## src/rtl/alu_pkg.sv

```systemverilog
// Shared types and constants for the ALU and its round-robin front end.
package alu_pkg;

    // Default datapath widths
    localparam int ALU_DATA_W = 32;
    localparam int ALU_OP_W   = 4;
    localparam int ALU_FLAG_W = 4;

    // Arbiter sequencer states
    typedef enum logic [1:0] {
        IDLE = 2'd0,
        EXEC = 2'd1,
        RESP = 2'd2
    } arb_state_t;

    // ALU opcodes (the arbiter forwards these untouched)
    localparam logic [ALU_OP_W-1:0] ALU_ADD   = 4'd0;
    localparam logic [ALU_OP_W-1:0] ALU_SUB   = 4'd1;
    localparam logic [ALU_OP_W-1:0] ALU_AND   = 4'd2;
    localparam logic [ALU_OP_W-1:0] ALU_OR    = 4'd3;
    localparam logic [ALU_OP_W-1:0] ALU_XOR   = 4'd4;
    localparam logic [ALU_OP_W-1:0] ALU_SLL   = 4'd5;
    localparam logic [ALU_OP_W-1:0] ALU_SRL   = 4'd6;
    localparam logic [ALU_OP_W-1:0] ALU_PASSB = 4'd7;

    // ALU flag bit positions
    localparam int FLAG_V = 0;
    localparam int FLAG_C = 1;
    localparam int FLAG_Z = 2;
    localparam int FLAG_N = 3;

endpackage

```

## src/rtl/alu_rr_arbiter_rr_pick.sv

```systemverilog
// Combinational round-robin picker: search starts one past the last grant
// and wraps modulo N_REQ; returns a one-hot grant plus its index.
module rr_pick
    import alu_pkg::*;
#(
    parameter  int N_REQ = 4,
    localparam int IDX_W = $clog2(N_REQ)
) (
    input  logic [N_REQ-1:0] i_req,
    input  logic [IDX_W-1:0] i_last_grant,
    output logic [N_REQ-1:0] o_grant,
    output logic [IDX_W-1:0] o_idx
);

    logic             w_found;
    logic [IDX_W-1:0] w_cand;

    // Walk the requesters in priority order and take the first valid one
    always_comb begin
        o_grant = '0;
        o_idx   = '0;
        w_found = 1'b0;
        w_cand  = '0;
        for (int k = 1; k <= N_REQ; k++) begin
            w_cand = IDX_W'((int'(i_last_grant) + k) % N_REQ);
            if (!w_found && i_req[w_cand]) begin
                o_grant[w_cand] = 1'b1;
                o_idx           = w_cand;
                w_found         = 1'b1;
            end else begin
                w_found = w_found;
            end
        end
    end

endmodule

```

## src/rtl/alu_rr_arbiter.sv

```systemverilog
// Round-robin front end sharing one combinational ALU among N_REQ requesters.
// One operation in flight: accept (IDLE) -> ALU evaluate (EXEC) -> respond (RESP).
module alu_rr_arbiter
    import alu_pkg::*;
#(
    parameter int N_REQ  = 4,
    parameter int DATA_W = ALU_DATA_W,
    parameter int OP_W   = ALU_OP_W,
    parameter int FLAG_W = ALU_FLAG_W
) (
    input  logic                    clk,
    input  logic                    rst_n,
    input  logic [N_REQ-1:0]        req_valid,
    output logic [N_REQ-1:0]        req_ready,
    input  logic [N_REQ*DATA_W-1:0] req_a,
    input  logic [N_REQ*DATA_W-1:0] req_b,
    input  logic [N_REQ*OP_W-1:0]   req_op,
    output logic [DATA_W-1:0]       alu_a,
    output logic [DATA_W-1:0]       alu_b,
    output logic [OP_W-1:0]         alu_op,
    input  logic [DATA_W-1:0]       alu_y,
    input  logic [FLAG_W-1:0]       alu_flags,
    output logic [N_REQ-1:0]        rsp_valid,
    input  logic [N_REQ-1:0]        rsp_ready,
    output logic [DATA_W-1:0]       rsp_y,
    output logic [FLAG_W-1:0]       rsp_flags,
    output logic                    busy
);

    localparam int IDX_W = $clog2(N_REQ);

    function automatic logic [N_REQ-1:0] idx_to_onehot(input logic [IDX_W-1:0] idx);
        logic [N_REQ-1:0] v;
        v      = '0;
        v[idx] = 1'b1;
        return v;
    endfunction

    arb_state_t        r_state;
    arb_state_t        w_next;
    logic [IDX_W-1:0]  r_last_grant;
    logic [IDX_W-1:0]  r_cur_grant;
    logic [DATA_W-1:0] r_alu_a;
    logic [DATA_W-1:0] r_alu_b;
    logic [OP_W-1:0]   r_alu_op;
    logic [DATA_W-1:0] r_rsp_y;
    logic [FLAG_W-1:0] r_rsp_flags;
    logic [N_REQ-1:0]  r_rsp_valid;
    logic              r_busy;

    logic [N_REQ-1:0]  w_pick_grant;
    logic [IDX_W-1:0]  w_pick_idx;
    logic [N_REQ-1:0]  w_req_ready;
    logic              w_accept;
    logic              w_handshake;
    logic [DATA_W-1:0] w_sel_a;
    logic [DATA_W-1:0] w_sel_b;
    logic [OP_W-1:0]   w_sel_op;

    rr_pick #(.N_REQ(N_REQ)) u_pick (
        .i_req        (req_valid),
        .i_last_grant (r_last_grant),
        .o_grant      (w_pick_grant),
        .o_idx        (w_pick_idx)
    );

    assign w_sel_a  = req_a[int'(w_pick_idx)*DATA_W +: DATA_W];
    assign w_sel_b  = req_b[int'(w_pick_idx)*DATA_W +: DATA_W];
    assign w_sel_op = req_op[int'(w_pick_idx)*OP_W +: OP_W];

    // FSM state register
    always_ff @(posedge clk or negedge rst_n) begin
        if (!rst_n) begin
            r_state <= IDLE;
        end else begin
            r_state <= w_next;
        end
    end

    // Next-state, same-cycle grant and handshake decode
    always_comb begin
        w_next      = r_state;
        w_req_ready = '0;
        w_accept    = 1'b0;
        w_handshake = 1'b0;
        case (r_state)
            IDLE: begin
                if (|req_valid) begin
                    w_next      = EXEC;
                    w_accept    = 1'b1;
                    w_req_ready = w_pick_grant;
                end else begin
                    w_next = IDLE;
                end
            end
            EXEC: begin
                w_next = RESP;
            end
            RESP: begin
                // Only the owner's ready completes the response
                if (rsp_ready[r_cur_grant]) begin
                    w_handshake = 1'b1;
                    w_next      = IDLE;
                end else begin
                    w_next = RESP;
                end
            end
            default: begin
                w_next = IDLE;
            end
        endcase
    end

    // Operand latch, result capture, grant bookkeeping and status flags
    always_ff @(posedge clk or negedge rst_n) begin
        if (!rst_n) begin
            r_last_grant <= IDX_W'(N_REQ - 1);
            r_cur_grant  <= '0;
            r_alu_a      <= '0;
            r_alu_b      <= '0;
            r_alu_op     <= '0;
            r_rsp_y      <= '0;
            r_rsp_flags  <= '0;
            r_rsp_valid  <= '0;
            r_busy       <= 1'b0;
        end else begin
            case (r_state)
                IDLE: begin
                    if (w_accept) begin
                        r_alu_a     <= w_sel_a;
                        r_alu_b     <= w_sel_b;
                        r_alu_op    <= w_sel_op;
                        r_cur_grant <= w_pick_idx;
                        r_busy      <= 1'b1;
                    end
                end
                EXEC: begin
                    r_rsp_y     <= alu_y;
                    r_rsp_flags <= alu_flags;
                    r_rsp_valid <= idx_to_onehot(r_cur_grant);
                end
                RESP: begin
                    if (w_handshake) begin
                        r_last_grant <= r_cur_grant;
                        r_rsp_valid  <= '0;
                        r_busy       <= 1'b0;
                    end
                end
                default: begin
                    r_rsp_valid <= '0;
                    r_busy      <= 1'b0;
                end
            endcase
        end
    end

    assign req_ready = w_req_ready;
    assign alu_a     = r_alu_a;
    assign alu_b     = r_alu_b;
    assign alu_op    = r_alu_op;
    assign rsp_valid = r_rsp_valid;
    assign rsp_y     = r_rsp_y;
    assign rsp_flags = r_rsp_flags;
    assign busy      = r_busy;

endmodule

```

## config.mk

```make
export PLATFORM = sky130hd
export DESIGN_NAME = alu_rr_arbiter
export DESIGN_NICKNAME = d
export VERILOG_FILES = /design/src/rtl/alu_pkg.sv /design/src/rtl/alu_rr_arbiter_rr_pick.sv /design/src/rtl/alu_rr_arbiter.sv
export SDC_FILE = /design/constraint.sdc
export NUM_CORES = 1
export LEC_CHECK = 0
export ABC_AREA = 1
export CAP_MARGIN = 20
export CORE_AREA = 2 2 189 191
export DETAILED_ROUTE_END_ITERATION = 10
export DIE_AREA = 0 0 191 193
export PLACE_DENSITY = 0.63
export SYNTH_ARGS = -nofsm -noshare
export SYNTH_HDL_FRONTEND = slang
export SYNTH_SLANG_ARGS = --single-unit
```

## constraint.sdc

```tcl
create_clock -name clk -period 3 [get_ports clk]
set_clock_uncertainty 0.05 [all_clocks]
set_input_delay 0.3 -clock clk [delete_from_list [all_inputs] [get_ports clk]]
set_output_delay 0.3 -clock clk [all_outputs]
set_load 0.02 [all_outputs]
```

# Word level (Yosys, flattened, before mapping)
# Index checks and enable logic that the tools add are counted.
# totals
reg_bits,115
elab_cells,98
# op_classes
addsub,4
magnitude_cmp,10
eq_ne,4
shift,3
mux,45
bitwise,5
n_reduce_logical,17
# op_table
cell,count
128-bit by 8-bit indexed part select with 32-bit output,2
4-bit two-way mux,7
1-bit two-way mux,20
16-bit by 5-bit indexed part select with 4-bit output,1
2-bit by 3-bit less-than comparator with 1-bit output (second input constant),5
4-bit bitwise OR,3
4-bit one-hot mux with 3 select lines,1
1-bit binary-select mux with 2-bit select,5
1-bit demux with 2-bit select,5
2-bit by 1-bit >= comparator with 1-bit output (second input constant),5
2-bit two-way mux,5
1-bit logical AND,8
2-bit one-hot mux with 3 select lines,1
2-bit AND reduction,3
2-bit by 1-bit adder with 2-bit output (second input constant),2
2-bit adder (second input constant),2
2-bit != test (second input constant),2
4-bit OR reduction,1
1-bit zero test,3
1-bit one-hot mux with 3 select lines,1
3-bit AND reduction,1
2-bit by 1-bit == test with 1-bit output (second input constant),1
2-bit == test (second input constant),1
2-bit zero test,1
1-bit NOT,2

# Depth between registers and ports, before layout
# depth
depth_word,15
depth_mapped,18
mapped_depth_nobuf,15

# Modules after synthesis
# From an unflattened synthesis, not the netlist that was laid out.
# hier_totals
hier_cells,979
hier_area_um2,6934.2
# modules_own_cells
module,instances,cells_each,area_each_um2
alu_rr_arbiter,1,894,6398.6
rr_pick,1,85,535.5

# Worst setup path before layout
# OpenSTA, ideal clock, no wires.
# synth_path
path_kind,register to register
startpoint,register r_last_grant[0]
endpoint,register r_alu_a[26] (netlist: alu_a[26])
setup_time_ps,117
t_arrival_ps,2360
slack_ps,473
path_stages_with_launch,19
period_less_slack_ps,2527
path_cell_list,dfstp_2 buf_6 inv_8 ha_1 inv_1 nand3_4 nand2_4 nor2_8 nand2_1 nand2_1 nand2_1 nand2_2 inv_2 buf_6 buf_4 nand3_1 nand2_1 nand2_1 nand2_1
# synth_between
elab_chain_len,14
elab_cells_between_ends,26
# synth_lines
item,line,rtl
from (decl),alu_rr_arbiter.sv:41,logic [IDX_W-1:0] r_last_grant;
from (signal assigned),alu_rr_arbiter.sv:117,r_last_grant <= IDX_W'(N_REQ - 1);
from (signal assigned),alu_rr_arbiter.sv:144,r_last_grant <= r_cur_grant;
2-bit by 1-bit adder with 2-bit output,alu_rr_arbiter_rr_pick.sv:25,w_cand = IDX_W'((int'(i_last_grant) + k) % N_REQ);
1-bit binary-select mux with 2-bit select,alu_rr_arbiter_rr_pick.sv:26,if (!w_found && i_req[w_cand]) begin
1-bit two-way mux (not written as such),alu_rr_arbiter_rr_pick.sv:26,
1-bit two-way mux,alu_rr_arbiter_rr_pick.sv:26,
1-bit zero test,alu_rr_arbiter_rr_pick.sv:26,
1-bit logical AND,alu_rr_arbiter_rr_pick.sv:26,
1-bit two-way mux,alu_rr_arbiter_rr_pick.sv:26,
1-bit zero test,alu_rr_arbiter_rr_pick.sv:26,
1-bit logical AND,alu_rr_arbiter_rr_pick.sv:26,
1-bit two-way mux,alu_rr_arbiter_rr_pick.sv:26,
1-bit zero test,alu_rr_arbiter_rr_pick.sv:26,
1-bit logical AND,alu_rr_arbiter_rr_pick.sv:26,
2-bit two-way mux (*),alu_rr_arbiter_rr_pick.sv:26,
128-bit by 8-bit indexed part select with 32-bit output (*),alu_rr_arbiter.sv:67,assign w_sel_a = req_a[int'(w_pick_idx)*DATA_W +: DATA_W];
to (signal assigned),alu_rr_arbiter.sv:130,r_alu_a <= w_sel_a;
to (decl),alu_rr_arbiter.sv:43,logic [DATA_W-1:0] r_alu_a;
# Mark *: on every way between the ends. The rest lies on a longest branch, timed or not. The select of a mux whose other input is x is not followed.
# A chain may end at the register's enable or synchronous reset.

# Final worst setup path
# layout_path
startpoint,register r_last_grant[0]
endpoint,output req_ready[3]
# layout_between
elab_chain_len,15
elab_cells_between_ends,50
# layout_lines
item,line,rtl
"parallel branches: the longest is 12 deep, another holds 2-bit by 3-bit less-than comparator with 1-bit output",-,
4-bit two-way mux (*),alu_rr_arbiter_rr_pick.sv:26,
4-bit two-way mux (*),alu_rr_arbiter.sv:88,if (|req_valid) begin
4-bit two-way mux (*),alu_rr_arbiter.sv:86,case (r_state)
to (decl),alu_rr_arbiter.sv:14,"output logic [N_REQ-1:0] req_ready,"
# Mark *: on every way between the ends. The select of a mux whose other input is x is not followed.

==> impl_metrics.yaml <==
status:
  status: "complete, no violations"
clocking:
  cts_tree: "yes"
  htreeDepth: 4
  clock_path_buffers: 2
  clk_pin_slew_worst_paths_ns: 0.07
  cts.sinks: 115
  cts_made_buffers: 17
  clk_latency_ns: 0.42
  cts_root_buffer: "clkbuf_16"
  cts_setup_buffers: 0
routing:
  vias: 9563
  post-route-drc-count: 0
  postRouteAntennaNets: 0
  drt-total-wl_um: 33540
  vias_per_cell: 4.389
  dr.pass1.iters: 4
  dr.first_iter.drc_count: 515
  wl_per_cell_um: 15.39
sta:
  final-max-slew-violation-count: 0
  fin_crit_sh_pct: 93.53
  rsz0062_at_grt: "false"
  hold_viol: 0
  finalSetupViolCount: 0
  fin_tns_setup_ns: 0
  tightestPinTransition_ns: 0.9864
  final.min_clock_period_ns: 2.806
  max_slew_margin_pct: 34.24
  finalWorstSetupSlack_ns: 0.1940
  max_freq_ghz: 0.3564
worst_setup_path:
  crit_chain: "inv_8, ha_1, inv_2, nand2_1, nand2_2, inv_4, nor2_8, nand3_1, nand4_1, nand2_1, inv_1, clkbuf_2"
  end_kind: "primary output"
  crit_required_ns: 2.65
  cp_data_arrival_time_ns: 2.46
  rrSetupSlack_ns: 0.20
  crit_path_frequent_cell: "nand2_1"
  slowest_stage: "dfstp_2"
  critPathBufInv: 5
  startpoint_type: "flop"
  path_delay_family: "flip-flops"
  worst_path_largest_cell_delay_ns: 0.59
  worstPathMaxFanout: 9
  critPathKind: "reg2out"
global_route:
  groute.usage.overall_pct: 17.53
  first_global_vias: 9434
  grt_max_degree: 70
  grt_pass1_wl_um: 50310
  overflow: 0
  antenna_found_initial: 3
synth:
  syn_inst: 1309
  synth_edf_count: 0
  synth_most_common_cell: "nand2_1"
  yosysTopAreaCell: "dfrtp_1"
  synth-seq-cells: 115
  synth_area_mm2: 0.008631
  yosys_warnings: 0
  synth_cell_type_count: 33
  avgSynthCellArea_um2: 6.593
  synth_common_cells: "445 x nand2_1, 286 x inv_1, 252 x nand3_1"
  synth_seq_area_share_pct: 33.37
  yosys.area.top_type_share_pct: 32.76
  synthFlopType: "dfrtp_1"
  synthArstFlopShare_pct: 100.0
  syn-num-nets: 1635
  yosys-top-cells-area: "dfrtp_1 33%, nand2_1 19%, nand3_1 15%"
finish:
  multi_input_area_mm2: 0.004225
  stdcell_count: 2179
  n_fill_cell: 3630
  register_area_mm2: 0.002880
  area_growth_pct: 62.58
  final_layout_size_suffix_gt1_share_pct: 9.907
  finalInstanceArea_mm2: 0.01403
  final_nets: 2029
floorplan:
  initial_core_util_pct: 24.68
  die_x_um: 191
  dieArea_mm2: 0.03686
  io_pins: 431
  core-area_mm2: 0.03496
  row_count: 69
  die_h_um: 193
place:
  io_buffer_count: 430
  hpwl_um: 25510
  gp_congestion: 0.8897
  pre_cts_ws_ns: 0.09455
  placed_area_mm2: 0.01340
  dp_cells: 2143
power_and_ir_drop:
  p_leak_nw: 7.371
  powerDensity_mw_per_mm2: 1218
  peakVddDrop_uv: 698.2
  power.total_mw: 17.09
flow_run:
  drv_cap: 0
worst_hold_path:
  hold_path_class: "in2async"
==> where the power goes <==
part	switching, mW	internal, mW
sequential	0.424	2.39
clock	0.928	1.19
combinational	7.40	4.76
==> kinds of logic after synthesis <==
family | Yosys count | synth area share [%]
multiplexers | 36 | 4.697
AO/OA/AOI/OAI | 13 | 0.9713
flip-flops | 115 | 33.37
AND/OR/NAND/NOR | 765 | 41.53
adder cells (fa/ha/maj) | 8 | 1.160
buffers and inverters | 372 | 18.27
==> state kept, by name, summed over array words and instances, names as in the netlist <==
| name | flops |
|---|---|
| alu_a | 32 |
| alu_b | 32 |
| alu_op | 4 |
| busy | 1 |
| r_cur_grant | 2 |
| r_last_grant | 2 |
| r_state | 2 |
| rsp_flags | 4 |
| rsp_valid | 4 |
| rsp_y | 32 |
==> placed cells by master, fill, tap and decap left out, types with 6 or more instances in the layout <==
| master | netlist | final |
|---|---|---|
| mux2_2 | 36 | 36 |
| ha_1 | 8 | 8 |
| inv_6 | 0 | 7 |
| buf_4 | 7 | 11 |
| nand3_1 | 252 | 252 |
| clkbuf_16 | 0 | 18 |
| nand2_1 | 445 | 444 |
| nand2_2 | 12 | 10 |
| buf_12 | 0 | 9 |
| inv_1 | 286 | 285 |
| inv_8 | 1 | 6 |
| clkdlybuf4s50_1 | 0 | 425 |
| dfrtp_1 | 113 | 113 |
| nand3_2 | 41 | 41 |
==> metrics by stage <==
stage | hold WS, ns | utilization (%)
detailed placement | 0.2429 | 38.31
finish | 0.3511 | 40.13
global route | 0.3940 | 40.13
CTS | 0.3523 | 40.03
global placement | 0.2421 | 38.31
floorplan | -0.04559 | -
==> worst paths after layout <==
check                                                  from               endpoint  cells past startpoint
worst max-delay path            r_last_grant[0]$_DFFE_PN1P_           req_ready[3]                     12
worst min-delay path                                  rst_n  rsp_y[16]$_DFFE_PN0P_                      2
worst max register to register  r_last_grant[0]$_DFFE_PN1P_   alu_b[9]$_DFFE_PN0P_                     16
worst min register to register        alu_a[31]$_DFFE_PN0P_  alu_a[31]$_DFFE_PN0P_                      2
max in group asynchronous                             rst_n  alu_b[11]$_DFFE_PN0P_                      3
min in group clk                      alu_a[31]$_DFFE_PN0P_  alu_a[31]$_DFFE_PN0P_                      2
==> routing by layer <==
metal / up-vias / share of wire, % / GRT usage, %
li1: 4749 / - / -
met1: 4305 / 40 / 20.32
met5: - / 0.039 / 0
met4: 2 / 2.7 / 6.559
met2: 453 / 48 / 30.67
met3: 54 / 9.2 / 5.014
==> cell type report <==
cell class	instances	area share, %
diodes	2	0.03567
flip-flops and latches	115	20.53
multi-input cells	822	30.11
repair buffers	455	33.13
well taps	461	4.111
clock inverters	15	1.159
inverters	292	7.891
clock buffers	17	3.032
==> timing repair <==
action / CTS / global route
hold endpoints to repair: 53 / 0
pin swaps: 0 / 0
hold buffers: 1 / 0
setup endpoints to repair: 4 / 41
resized for setup: 8 / 9
gates cloned: 0 / 1
Power figures use the tool's default switching activity.
